`src/rtl/serial_adder_seq.sv`:
```
// Digit-serial adder: WIDTH-bit a + b + cin, DIGIT bits per clock, with
// valid/ready handshakes on both sides and the result held until taken.
module serial_adder_seq #(
  parameter int WIDTH = 8,
  parameter int DIGIT = 1
) (
  input  logic             clk,
  input  logic             rst_n,
  input  logic             in_valid,
  output logic             in_ready,
  input  logic [WIDTH-1:0] a,
  input  logic [WIDTH-1:0] b,
  input  logic             cin,
  output logic             out_valid,
  input  logic             out_ready,
  output logic [WIDTH-1:0] sum,
  output logic             cout,
  output logic             ovf,
  output logic             busy
);

  localparam int NDIG = WIDTH / DIGIT;
  localparam int CW   = (NDIG > 1) ? $clog2(NDIG) : 1;

  typedef enum logic [1:0] {IDLE, RUN, DONE} state_e;

  state_e           state_q, state_d;
  logic [WIDTH-1:0] a_q, a_d, b_q, b_d, sum_q, sum_d;
  logic             carry_q, carry_d;
  logic             ovf_q, ovf_d;
  logic [CW-1:0]    cnt_q, cnt_d;

  logic [DIGIT:0]   dig_sum;
  logic [WIDTH-1:0] dig_ext;
  logic             msb_cin;
  logic             accept;

  assign in_ready  = (state_q == IDLE) | ((state_q == DONE) & out_ready);
  assign accept    = in_valid & in_ready;
  assign out_valid = (state_q == DONE);
  assign busy      = (state_q == RUN);
  assign sum       = sum_q;
  assign cout      = carry_q;
  assign ovf       = ovf_q;

  always_comb begin
    // NOTE: every signal gets a default first so no path through the case
    // leaves a value unassigned, which would otherwise infer a latch.
    state_d = state_q;
    a_d     = a_q;
    b_d     = b_q;
    sum_d   = sum_q;
    carry_d = carry_q;
    ovf_d   = ovf_q;
    cnt_d   = cnt_q;

    dig_sum = {1'b0, a_q[DIGIT-1:0]} + {1'b0, b_q[DIGIT-1:0]} + (DIGIT+1)'(carry_q);
    dig_ext = WIDTH'(dig_sum[DIGIT-1:0]);
    // Carry into the top bit of this digit, recovered from its sum bit.
    msb_cin = a_q[DIGIT-1] ^ b_q[DIGIT-1] ^ dig_sum[DIGIT-1];

    case (state_q)
      RUN: begin
        a_d     = a_q >> DIGIT;
        b_d     = b_q >> DIGIT;
        sum_d   = (sum_q >> DIGIT) | (dig_ext << (WIDTH - DIGIT));
        carry_d = dig_sum[DIGIT];
        cnt_d   = cnt_q + CW'(1);
        if (cnt_q == CW'(NDIG - 1)) begin
          state_d = DONE;
          ovf_d   = msb_cin ^ dig_sum[DIGIT];
        end
      end
      DONE: begin
        if (out_ready && !accept) state_d = IDLE;
      end
      default: ;
    endcase

    // Accept is only possible from IDLE or from DONE while the result is taken.
    if (accept) begin
      state_d = RUN;
      a_d     = a;
      b_d     = b;
      carry_d = cin;
      cnt_d   = '0;
    end
  end

  // NOTE: sequential state uses non-blocking assignments so every register
  // samples the pre-edge values regardless of statement order.
  always_ff @(posedge clk or negedge rst_n) begin
    if (!rst_n) begin
      state_q <= IDLE;
      a_q     <= '0;
      b_q     <= '0;
      sum_q   <= '0;
      carry_q <= 1'b0;
      ovf_q   <= 1'b0;
      cnt_q   <= '0;
    end else begin
      state_q <= state_d;
      a_q     <= a_d;
      b_q     <= b_d;
      sum_q   <= sum_d;
      carry_q <= carry_d;
      ovf_q   <= ovf_d;
      cnt_q   <= cnt_d;
    end
  end

endmodule

```
`config.mk`:
```
export PLATFORM = sky130hd
export DESIGN_NAME = serial_adder_seq
export DESIGN_NICKNAME = d
export VERILOG_FILES = /design/src/rtl/serial_adder_seq.sv
export SDC_FILE = /design/constraint.sdc
export NUM_CORES = 1
export LEC_CHECK = 0
export ABC_AREA = 1
export CAP_MARGIN = 25
export CORE_AREA = 2 2 56 111
export CTS_CLUSTER_SIZE = 10
export DETAILED_ROUTE_END_ITERATION = 10
export DIE_AREA = 0 0 58 113
export SLEW_MARGIN = 20
export SYNTH_ARGS = -nofsm -noshare
export SYNTH_HDL_FRONTEND = slang
export SYNTH_SLANG_ARGS = --single-unit
```
`constraint.sdc`:
```
create_clock -name clk -period 2.1 [get_ports clk]
set_clock_uncertainty 0.2 [all_clocks]
set_input_delay 0.21 -clock clk [delete_from_list [all_inputs] [get_ports clk]]
set_output_delay 0.21 -clock clk [all_outputs]
set_load 0.005 [all_outputs]
```
-- Word level (Yosys, flattened, before mapping)
Index checks and enable logic that the tools add are counted.
- register bits: 31
- logic and storage cells: 41
- $add $sub $neg: 3
- eq/ne operators: 5
- muxes and demuxes: 12
- bitwise operators: 7
- reductions and logical operators: 7
- operators by type and width (cell ; number):
    2-to-1 mux 8 bit ; 4
    OR 7 x 8 -> 8 bit ; 1
    2-to-1 mux 2 bit ; 3
    2-to-1 mux 3 bit ; 2
    != test 3 x 1 -> 1 bit (second input constant) ; 2
    one-hot mux 2 bit (2 select lines) ; 1
    adder 3 x 1 -> 3 bit (second input constant) ; 1
    == test 3 bit (second input constant) ; 1
    AND reduction 3 bit ; 1
    nonzero test 3 bit ; 1
    bitwise XOR 1 bit ; 3
    adder 1 x 1 -> 2 bit ; 1
    adder 2 x 1 -> 2 bit ; 1
    bitwise AND 1 bit ; 2
    == test 2 x 1 -> 1 bit (second input constant) ; 1
    == test 2 bit (second input constant) ; 1
    zero test 2 bit ; 1
    2-to-1 mux 1 bit ; 2
    AND reduction 2 bit ; 1
    nonzero test 2 bit ; 1
    logical AND 1 bit ; 1
    zero test 1 bit ; 1
    OR 1 bit ; 1

-- Depth between registers and ports, before layout
Gate-level depths: netlist of run 1.
- word-level depth: 9
- gate-level depth with buffers: 9

-- Worst setup path after synthesis of run 1
OpenSTA, ideal clock, no wires.
- kind: reg-to-reg
- from: reg carry_q, in the netlist cout
- to: reg ovf_q, in the netlist ovf
- data arrival time: 1.276 ns
- required time: 1.783 ns
- setup slack: 0.507 ns
- cell stages (with the launch flop): 7
- period minus slack after synthesis: 1.593 ns
- cells stage by stage: dfrtp_1 -> fa_1 -> nand2_1 -> nand2_1 -> nand2_1 -> nand3_1 -> nand2_1
- longest elaborated chain between the ends: 3
- ends and longest elaborated chain (element ; RTL line ; source):
    from (decl) ; 29 ; logic carry_q, carry_d;
    from (signal assigned) ; 106 ; carry_q <= carry_d;
    adder 2 x 1 -> 2 bit ; 57 ; dig_sum = {1'b0, a_q[DIGIT-1:0]} + {1'b0, b_q[DIGIT-1:0]} + (DIGIT+1)'(carry_q);
    named net dig_sum[0] ; 33 ; logic [DIGIT:0] dig_sum;
    bitwise XOR 1 bit ; 60 ; msb_cin = a_q[DIGIT-1] ^ b_q[DIGIT-1] ^ dig_sum[DIGIT-1];
    bitwise XOR 1 bit ; 71 ; ovf_d = msb_cin ^ dig_sum[DIGIT];
    to (signal assigned) ; 107 ; ovf_q <= ovf_d;
    to (decl) ; 30 ; logic ovf_q, ovf_d;
The timed path passes the listed nets, and every way through them passes these cells.
A chain may end at the register's enable or synchronous reset.

-- Worst setup path after layout of run 1
- from: reg state_q[0]
- to: out in_ready
- longest elaborated chain between the ends: 3
- elaborated cells on any way between the ends: 4
- classes of those cells: 1 x eq/ne; 2 x bitwise; 1 x reduce/logical
- ends and longest elaborated chain (element ; RTL line ; source):
    from (decl) ; 27 ; state_e state_q, state_d;
    from (signal assigned) ; 102 ; state_q <= state_d;
    == test 2 bit ; 38 ; assign in_ready = (state_q == IDLE) | ((state_q == DONE) & out_ready);
    bitwise AND 1 bit ; 38 ;
    OR 1 bit (*) ; 38 ;
    to (decl) ; 10 ; output logic in_ready,
Every way passes the cells marked *; elsewhere a longest branch is shown, timed or not.

==> summary.md, run 1 <==
| Metric | Value |
|---|---|
| Status | `finished clean` |
| Hold violation count in the final report | `0` |
| Synth cell count leaders | `nand2_1, dfrtp_1, nand3_1` |
| Port bufs | `33` |
| Fmax | `497 MHz` |
| Drt wl/cell | `11.8 microns` |
| First-pass GRT wire length | `5.96 mm` |
| Sink Count | `31` |
| Post-Synthesis Cells | `209` |
| Via Count | `1363` |
| Die Area | `6550 sq um` |
| DRC | `0` |
| Antenna violations before repair | `0` |
| Final worst-path cycle share | `95.9%` |
| Worst-path fanout max | `4` |
| Global Route Usage Sum | `11.8%` |
| Antenna viol nets, final | `0` |
| Dpl cells | `296` |
| Maxcap violations | `0` |
| IR Drop Worst-Case VDD | `0.689 mV` |
| Cell area after layout | `2180 sq um` |
| Clk Latency, worst-skew pair | `270 ps` |
| Root Buffer | `clkbuf_16` |
| Layout area overhead | `30.5%` |
| Initial Util | `29.5%` |
| Clock Pin Slew Worst Setup and Hold Paths | `50 ps` |
| Crit end category | `output pin` |
| Synth top area share | `46.5%` |
| Synth area leaders | `dfrtp_1, nand2_1, nand3_1` |
| Sum Neg Setup Slack | `0 ps` |
| Sequential area share after synthesis | `46.5%` |
| Detailed Route Iter0 Violations | `31` |
| Pwr Density | `1520 nW/um^2` |
| Post-layout min period | `2010 ps` |
| Nets | `270` |
| Unrepaired setup endpoints after global routing | `false` |
| Post-DP Area | `2020 sq um` |
| Flops & latches, synth | `31` |
| Most common cell in the netlist | `nand2_1` |
| Relative slew slack | `67.5%` |
| Hold Crit Class | `primary input to async pin` |
| Post-synth top flop | `dfrtp_1` |
| Num CTS Buffers | `5` |
| Endpoints failing setup | `0` |
| DP Wirelength | `2.53 mm` |
| Finished Layout Cells | `304` |
| Vias in the first global route | `1304` |
| H-Tree Depth | `2` |
| Worst path arrival time | `1600 ps` |
| Critical Path Source Type | `flop` |
| Rows | `39` |
| Area leader, netlist | `dfrtp_1` |
| Placer Congestion | `0.704` |
| IO Count | `34` |
| Die outline width | `58 microns` |
| CTS max path bufs | `2` |
| CTS tree | `yes` |
| CP Data Required Time | `1690 ps` |
| Ys async rst share | `100%` |
| Syn_nets | `237` |
| Proportion of layout cells with a drive suffix above 1 | `12.3%` |
| Post-synth EDFFs | `0` |
| Yosys cell types | `17` |
| Mapped Avg Cell Area | `7.99 sq um` |
| Synth Cell Area | `1670 sq um` |
| Ant diodes | `0` |
| Pin count of the biggest net entering global routing | `46` |
| Total core area | `5660 sq um` |
| Yosys warns | `0` |
| Worst-margin pin slew | `488 ps` |
| Grt ovf | `0` |
| Final Max Tran Viols | `0` |
| PnR Total Power | `0.00330 W` |
| Setup CP Type | `flop to output pin` |
| Total Wirelength | `3.60 mm` |
| Pre-antenna DRT Iters | `4` |
| Via-to-Cell Ratio | `4.48` |
| Die Height | `113 microns` |
| Static leakage | `1.13 nW` |
==> metal layers <==
metal	GRT usage [%]	vias to the layer above	wire, microns	share of wire (%)
met4	7.44	0	97	2.7
met5	0	-	0	0
met2	19.2	26	1880	52
met1	13.7	614	1500	42
met3	2.51	6	120	3.3
li1	-	717	-	-
==> final cells by class <==
class | count | area (sq um)
Clock inverter | 3 | 15.0
Timing Repair Buffer | 35 | 345
Fill cell | 588 | 3480
Sequential cell | 31 | 777
Inverter | 22 | 82.6
Clock buffer | 5 | 125
Multi-Input combinational cell | 147 | 757
Tap cell | 61 | 76.3
==> final timing paths <==
kind	start	endpoint	slack [ps]	depth (start not counted)
max reg2reg	state_q[0]$_DFFE_PN0P_	a_q[6]$_DFFE_PN0P_	230	8
max in group asynchronous	rst_n	state_q[1]$_DFFE_PN0P_	1250	2
min reg2reg	sum[0]$_DFFE_PN0P_	sum[0]$_DFFE_PN0P_	270	2
min in group clk	sum[0]$_DFFE_PN0P_	sum[0]$_DFFE_PN0P_	270	2
min	rst_n	b_q[3]$_DFFE_PN0P_	130	2
max	state_q[0]$_DFFE_PN0P_	in_ready	90	5
==> power breakdown <==
group	leakage (nW)	total (W)	internal, W	switching, W
Combinational	0.674	0.00157	0.000668	0.000900
Clock	0.0733	0.000683	0.000431	0.000252
Sequential	0.386	0.00105	0.000871	0.000179
==> flip-flops by register name, indices dropped and copies added (netlist names) <==
| signal | count |
|---|---|
| a_q | 8 |
| state_q | 2 |
| cnt_q | 3 |
| b_q | 8 |
| cout | 1 |
| sum | 8 |
| ovf | 1 |
==> through the flow <==
step | setup WS (ps) | hold slack (ps) | util, %
after floorplan | 507 | -286 | -
after global placement | 299 | 257 | 35.7
after detailed placement | 201 | 262 | 35.7
after CTS | 0.180 | 152 | 38.2
after global routing | 7.30 | 184 | 38.5
final | 86.8 | 131 | 38.5
==> worst max-delay path: stages, from the launching register on <==
cell	delay, ps
dfrtp_1	410
inv_2	100
ha_4	150
nand2_2	80
nand2_4	80
clkdlybuf4s50_1	500
==> cells by family after synthesis <==
family	Yosys count	synth area share, %
DFF	31	46.5
buffers and inverters	31	9.07
adders and majority gates	7	5.70
xor gates and xnor gates	1	0.525
and+or+nand+nor	121	30.2
AOI/OAI and AO/OA	18	8.02
==> cell usage in the layout (no fill, tap or decap), drive strengths merged <==
cell            n
nand2          92
clkdlybuf4s50  33
dfrtp          31
nand3          26
inv            22
o21ai          17
ha              6
clkbuf          5
nor2            3
clkinv          3
buf             2
a21boi          1
xor2            1
fa              1
==> what timing repair did <==
item                       in CTS  in global routing
hold buffers                    0                  0
cloned                          0                  0
buffers inserted                0                  0
gates resized for setup         1                  5
setup endpoints to repair       1                  2
Power figures use the tool's default switching activity.
==> run 2: changes to the inputs <==
==> constraint.sdc (replaced) <==
create_clock -name clk -period 2.24 [get_ports clk]
set_clock_uncertainty 0.2 [all_clocks]
set_input_delay 0.224 -clock clk [delete_from_list [all_inputs] [get_ports clk]]
set_output_delay 0.224 -clock clk [all_outputs]
set_load 0.005 [all_outputs]
==> summary.md, run 2 (synthesis gave the netlist of run 1 again) <==
| Metric | Value |
|---|---|
| Status | `finished clean` |
| Critical Path Source Type | `flop` |
| R2r endpoint | `a_q[6]$_DFFE_PN0P_` |
| Antenna viol nets, final | `0` |
| Fmax | `476 MHz` |
| Most common cell after layout, fill and taps aside | `nand2_1` |
| Grt ovf | `0` |
| Worst path arrival time | `1680 ps` |
| Placer Congestion | `0.701` |
| Pwr Density | `1410 nW/um^2` |
| Finished Core Util | `38.0%` |
| Drt wl/cell | `11.8 microns` |
| Proportion of layout cells with a drive suffix above 1 | `9.13%` |
| Worst R2R Setup Slack | `370 ps` |
| Antenna violations before repair | `0` |
| Clock Pin Slew Worst Setup and Hold Paths | `50 ps` |
| Worst-path fanout max | `4` |
| Critical path cell sequence | `inv_1, ha_1, nand2_2, nand2_4, clkdlybuf4s50_1` |
| Clk Latency, worst-skew pair | `270 ps` |
| Via Count | `1381` |
| IR Drop Worst-Case VDD | `0.568 mV` |
| Num CTS Buffers | `5` |
| Endpoints failing setup | `0` |
| DRC | `0` |
| CTS-repair resized insts | `0` |
| Initial Util | `29.5%` |
| Global Route Usage Sum | `12.2%` |
| Setup Fix Bufs, Post-CTS | `0` |
| Die Area | `6550 sq um` |
| Hold slack | `155 ps` |
| DP Wirelength | `2.54 mm` |
| Static leakage | `1.13 nW` |
| PnR Total Power | `0.00304 W` |
| Total Wirelength | `3.57 mm` |
| Sink Count | `31` |
| Maxcap violations | `0` |
| Finished Layout Cells | `302` |
| CTS tree | `yes` |
| Via-to-Cell Ratio | `4.57` |
| Crit-path slowest cell | `clkdlybuf4s50_1` |
| Commonest cells after routing, fill and taps aside | `nand2_1, clkdlybuf4s50_1, dfrtp_1, nand3_1, inv_1` |
| Root Buffer | `clkbuf_16` |
| Nets | `270` |
| Pin count of the biggest net entering global routing | `46` |
| Worst-margin pin slew | `482 ps` |
| Final Max Tran Viols | `0` |
| R2R Path Start | `state_q[0]$_DFFE_PN0P_` |
| Detailed Route Iter0 Violations | `53` |
| Unrepaired setup endpoints after global routing | `false` |
| Sum Neg Setup Slack | `0 ps` |
| Buf/Inv on CP | `2` |
| Hold violation count in the final report | `0` |
| Setup CP Type | `flop to output pin` |
| CTS max path bufs | `2` |
| CTS Hold Bufs | `0` |
| Final worst-path cycle share | `93.8%` |
| Port bufs | `33` |
| Relative slew slack | `67.9%` |
| Die outline width | `58 microns` |
| Pre-antenna DRT Iters | `4` |
| Hold Crit Class | `primary input to async pin` |
| Die Height | `113 microns` |
| First-pass GRT wire length | `6.06 mm` |
| Post-layout min period | `2100 ps` |
| Worst path top cell family by delay | `buffers and inverters` |
| Dpl cells | `296` |
| CP max stage delay | `500 ps` |
| Vias in the first global route | `1352` |
| R2r worst-path depth | `8` |
| Layout area overhead | `28.9%` |
| CP Data Required Time | `1820 ps` |
| IO Count | `34` |
| H-Tree Depth | `2` |
| Crit end category | `output pin` |
| Ant diodes | `0` |
| Total core area | `5660 sq um` |
| Rows | `39` |
## run 2: changes by cell type in the layout (fill, tap and decap cells not counted), sizes merged
cell	before	now
clkbuf	5	6
clkinv	3	0
## run 2: per-layer routing
| layer | wire, microns | share of wire [%] | track usage (%) | vias up |
|---|---|---|---|---|
| li1 | - | - | - | 712 |
| met1 | 1450 | 41 | 13.3 | 638 |
| met2 | 1870 | 52 | 20.8 | 25 |
| met3 | 132 | 3.7 | 2.51 | 6 |
| met4 | 108 | 3.0 | 7.91 | 0 |
| met5 | 0 | 0 | 0 | - |
## run 2: worst max path at each step
| stage | start | to | slack, ps | depth (start not counted) |
|---|---|---|---|---|
| 6_report | state_q[0]$_DFFE_PN0P_ | in_ready | 140 | 5 |
| 5_1_grt | state_q[0]$_DFFE_PN0P_ | in_ready | 40 | 5 |
| 2_1_floorplan | cout$_DFFE_PN0P_ | ovf$_DFFE_PN0P_ | 650 | 6 |
| 3_5_place_dp | state_q[0]$_DFFE_PN0P_ | a_q[6]$_DFFE_PN0P_ | 360 | 8 |
| 3_3_place_gp | state_q[0]$_DFFE_PN0P_ | a_q[3]$_DFFE_PN0P_ | 420 | 8 |
| 4_1_cts | state_q[0]$_DFFE_PN0P_ | in_ready | 120 | 5 |
## run 2: final cells by class
type	instances	area (sq um)
sequential	31	776
inverter	22	82.6
timing repair buffer	35	345
multi-input combinational	147	742
tap	61	76.3
fill	588	3510
clock buffer	6	129
## run 2: per-stage QoR
stage | area, sq um | worst slack (ps)
global route | 2150 | 39.6
global placement | 2020 | 418
CTS | 2150 | 118
detailed placement | 2020 | 363
floorplan | 1670 | 647
finish | 2150 | 139
## run 2: report_power, final
| group | switching (W) | internal (W) | leakage [nW] | total [W] |
|---|---|---|---|---|
| logic | 0.000835 | 0.000614 | 0.677 | 0.00145 |
| registers | 0.000158 | 0.000816 | 0.388 | 0.000974 |
| clock network | 0.000217 | 0.000398 | 0.0628 | 0.000614 |
==> run 3: changes to the inputs <==
--- a/config.mk
+++ b/config.mk
@@ -6,11 +6,12 @@
 export NUM_CORES = 1
 export LEC_CHECK = 0
 export ABC_AREA = 1
-export CAP_MARGIN = 25
-export CORE_AREA = 2 2 56 111
+export CAP_MARGIN = 20
+export CORE_AREA = 2 2 44 87
 export CTS_CLUSTER_SIZE = 10
 export DETAILED_ROUTE_END_ITERATION = 10
-export DIE_AREA = 0 0 58 113
+export DIE_AREA = 0 0 46 89
+export PLACE_DENSITY = 0.76
 export SLEW_MARGIN = 20
 export SYNTH_ARGS = -nofsm -noshare
 export SYNTH_HDL_FRONTEND = slang
==> summary.md, run 3 (synthesis gave the netlist of run 1 again) <==
| Metric | Value |
|---|---|
| Status | `finished clean` |
| Unrepaired setup endpoints after global routing | `false` |
| Rows | `30` |
| Static leakage | `1.13 nW` |
| CTS-repair resized insts | `0` |
| Finished Layout Cells | `275` |
| # fillers | `306` |
| IO Count | `34` |
| R2r worst-path depth | `8` |
| Port bufs | `33` |
| Clock Pin Slew Worst Setup and Hold Paths | `60 ps` |
| Proportion of layout cells with a drive suffix above 1 | `10.3%` |
| Initial Util | `49.4%` |
| Pre-CTS setup slack | `372 ps` |
| DP Wirelength | `2.10 mm` |
| Clk Latency, worst-skew pair | `280 ps` |
| Global Route Usage Sum | `17.7%` |
| Most common cell after layout, fill and taps aside | `nand2_1` |
| Sum Neg Setup Slack | `0 ps` |
| H-Tree Depth | `2` |
| Commonest cells after routing, fill and taps aside | `nand2_1, clkdlybuf4s50_1, dfrtp_1, nand3_1, inv_1` |
| Die Area | `4090 sq um` |
| Total Wirelength | `3.06 mm` |
| Ant diodes | `0` |
| Worst-margin pin slew | `477 ps` |
| Antenna viol nets, final | `0` |
| CTS Hold Bufs | `0` |
| Dpl cells | `267` |
| Detailed Route Iter0 Violations | `32` |
| Via Count | `1381` |
| Total core area | `3380 sq um` |
| Grt ovf | `0` |
| Via-to-Cell Ratio | `5.02` |
| Die Height | `89 microns` |
| R2R Path Start | `state_q[0]$_DFFE_PN0P_` |
| Crit end category | `output pin` |
| CTS tree | `yes` |
| DRC | `0` |
| Post-layout min period | `2100 ps` |
| Finished Core Util | `62.3%` |
| CTS max path bufs | `2` |
| Die outline width | `46 microns` |
| Worst R2R Setup Slack | `380 ps` |
| Setup CP Type | `flop to output pin` |
| R2r endpoint | `a_q[6]$_DFFE_PN0P_` |
| Worst path arrival time | `1680 ps` |
| Sink Count | `31` |
| Nets | `270` |
| Setup ws final | `135 ps` |
| Worst-path fanout max | `4` |
| Root Buffer | `clkbuf_8` |
| Pwr Density | `1410 nW/um^2` |
| Placer Congestion | `0.748` |
| Hold Crit Class | `primary input to async pin` |
| Drt wl/cell | `11.1 microns` |
| Pin count of the biggest net entering global routing | `46` |
| Relative slew slack | `68.2%` |
| Final worst-path cycle share | `94.0%` |
| Endpoints failing setup | `0` |
| Num CTS Buffers | `5` |
| Layout area overhead | `26.0%` |
| Pre-antenna DRT Iters | `4` |
| Antenna violations before repair | `0` |
| Maxcap violations | `0` |
| Setup Fix Bufs, Post-CTS | `0` |
| Final Max Tran Viols | `0` |
| IR Drop Worst-Case VDD | `0.830 mV` |
| Fmax | `475 MHz` |
| Vias in the first global route | `1178` |
| Critical Path Source Type | `flop` |
| CP Data Required Time | `1820 ps` |
| First-pass GRT wire length | `5.20 mm` |
| Hold violation count in the final report | `0` |
run 3: cell types whose count changed in the layout (fill, tap and decap cells not counted):
cell	change
clkbuf_8	+6
clkbuf_16	-5
bufinv_16	+1
clkbuf_1	-1
clkinv_2	+1
run 3: report_power, final:
group / switching [W] / total, W / internal, W
Sequential: 0.000158 / 0.000972 / 0.000814
Combinational: 0.000814 / 0.00143 / 0.000614
Clock: 0.000203 / 0.000562 / 0.000359
run 3: stage by stage:
step                total power [W]  hold slack (ps)  cell area [sq um]
floorplan                   0.00205             -272               1670
global placement            0.00239              254               1990
detailed placement          0.00243              257               1990
CTS                         0.00301              147               2100
global route                0.00324              167               2100
finish                      0.00296              134               2100
run 3: worst max-delay path by stage:
stage	from	end	slack, ps	cells past startpoint
final	state_q[0]$_DFFE_PN0P_	in_ready	140	5
after global routing	state_q[0]$_DFFE_PN0P_	in_ready	40	5
after CTS	state_q[0]$_DFFE_PN0P_	in_ready	120	5
after detailed placement	state_q[0]$_DFFE_PN0P_	a_q[6]$_DFFE_PN0P_	370	8
after global placement	state_q[0]$_DFFE_PN0P_	b_q[6]$_DFFE_PN0P_	420	8
after floorplan	cout$_DFFE_PN0P_	ovf$_DFFE_PN0P_	650	6
run 3: final cells by class:
type	instances	area [sq um]	area share [%]
Clock buffer	6	82.6	3.93
Clock inverter	2	35.0	1.67
Inverter	22	82.6	3.93
Multi-Input combinational cell	147	742	35.3
Sequential cell	31	776	36.9
Tap cell	32	40.0	1.90
Timing Repair Buffer	35	345	16.4
run 3: metal layers:
layer  global-route usage [%]  part of all wire (%)
met1                     20.1                    42
met2                     29.2                    51
met3                     4.44                   4.5
met4                     9.35                   2.6
met5                        0                     0
run 3: worst max-delay path: stages (launching register included):
cell	delay (ps)
dfrtp_1	400
inv_1	100
ha_1	230
nand2_2	100
nand2_4	80
clkdlybuf4s50_1	500
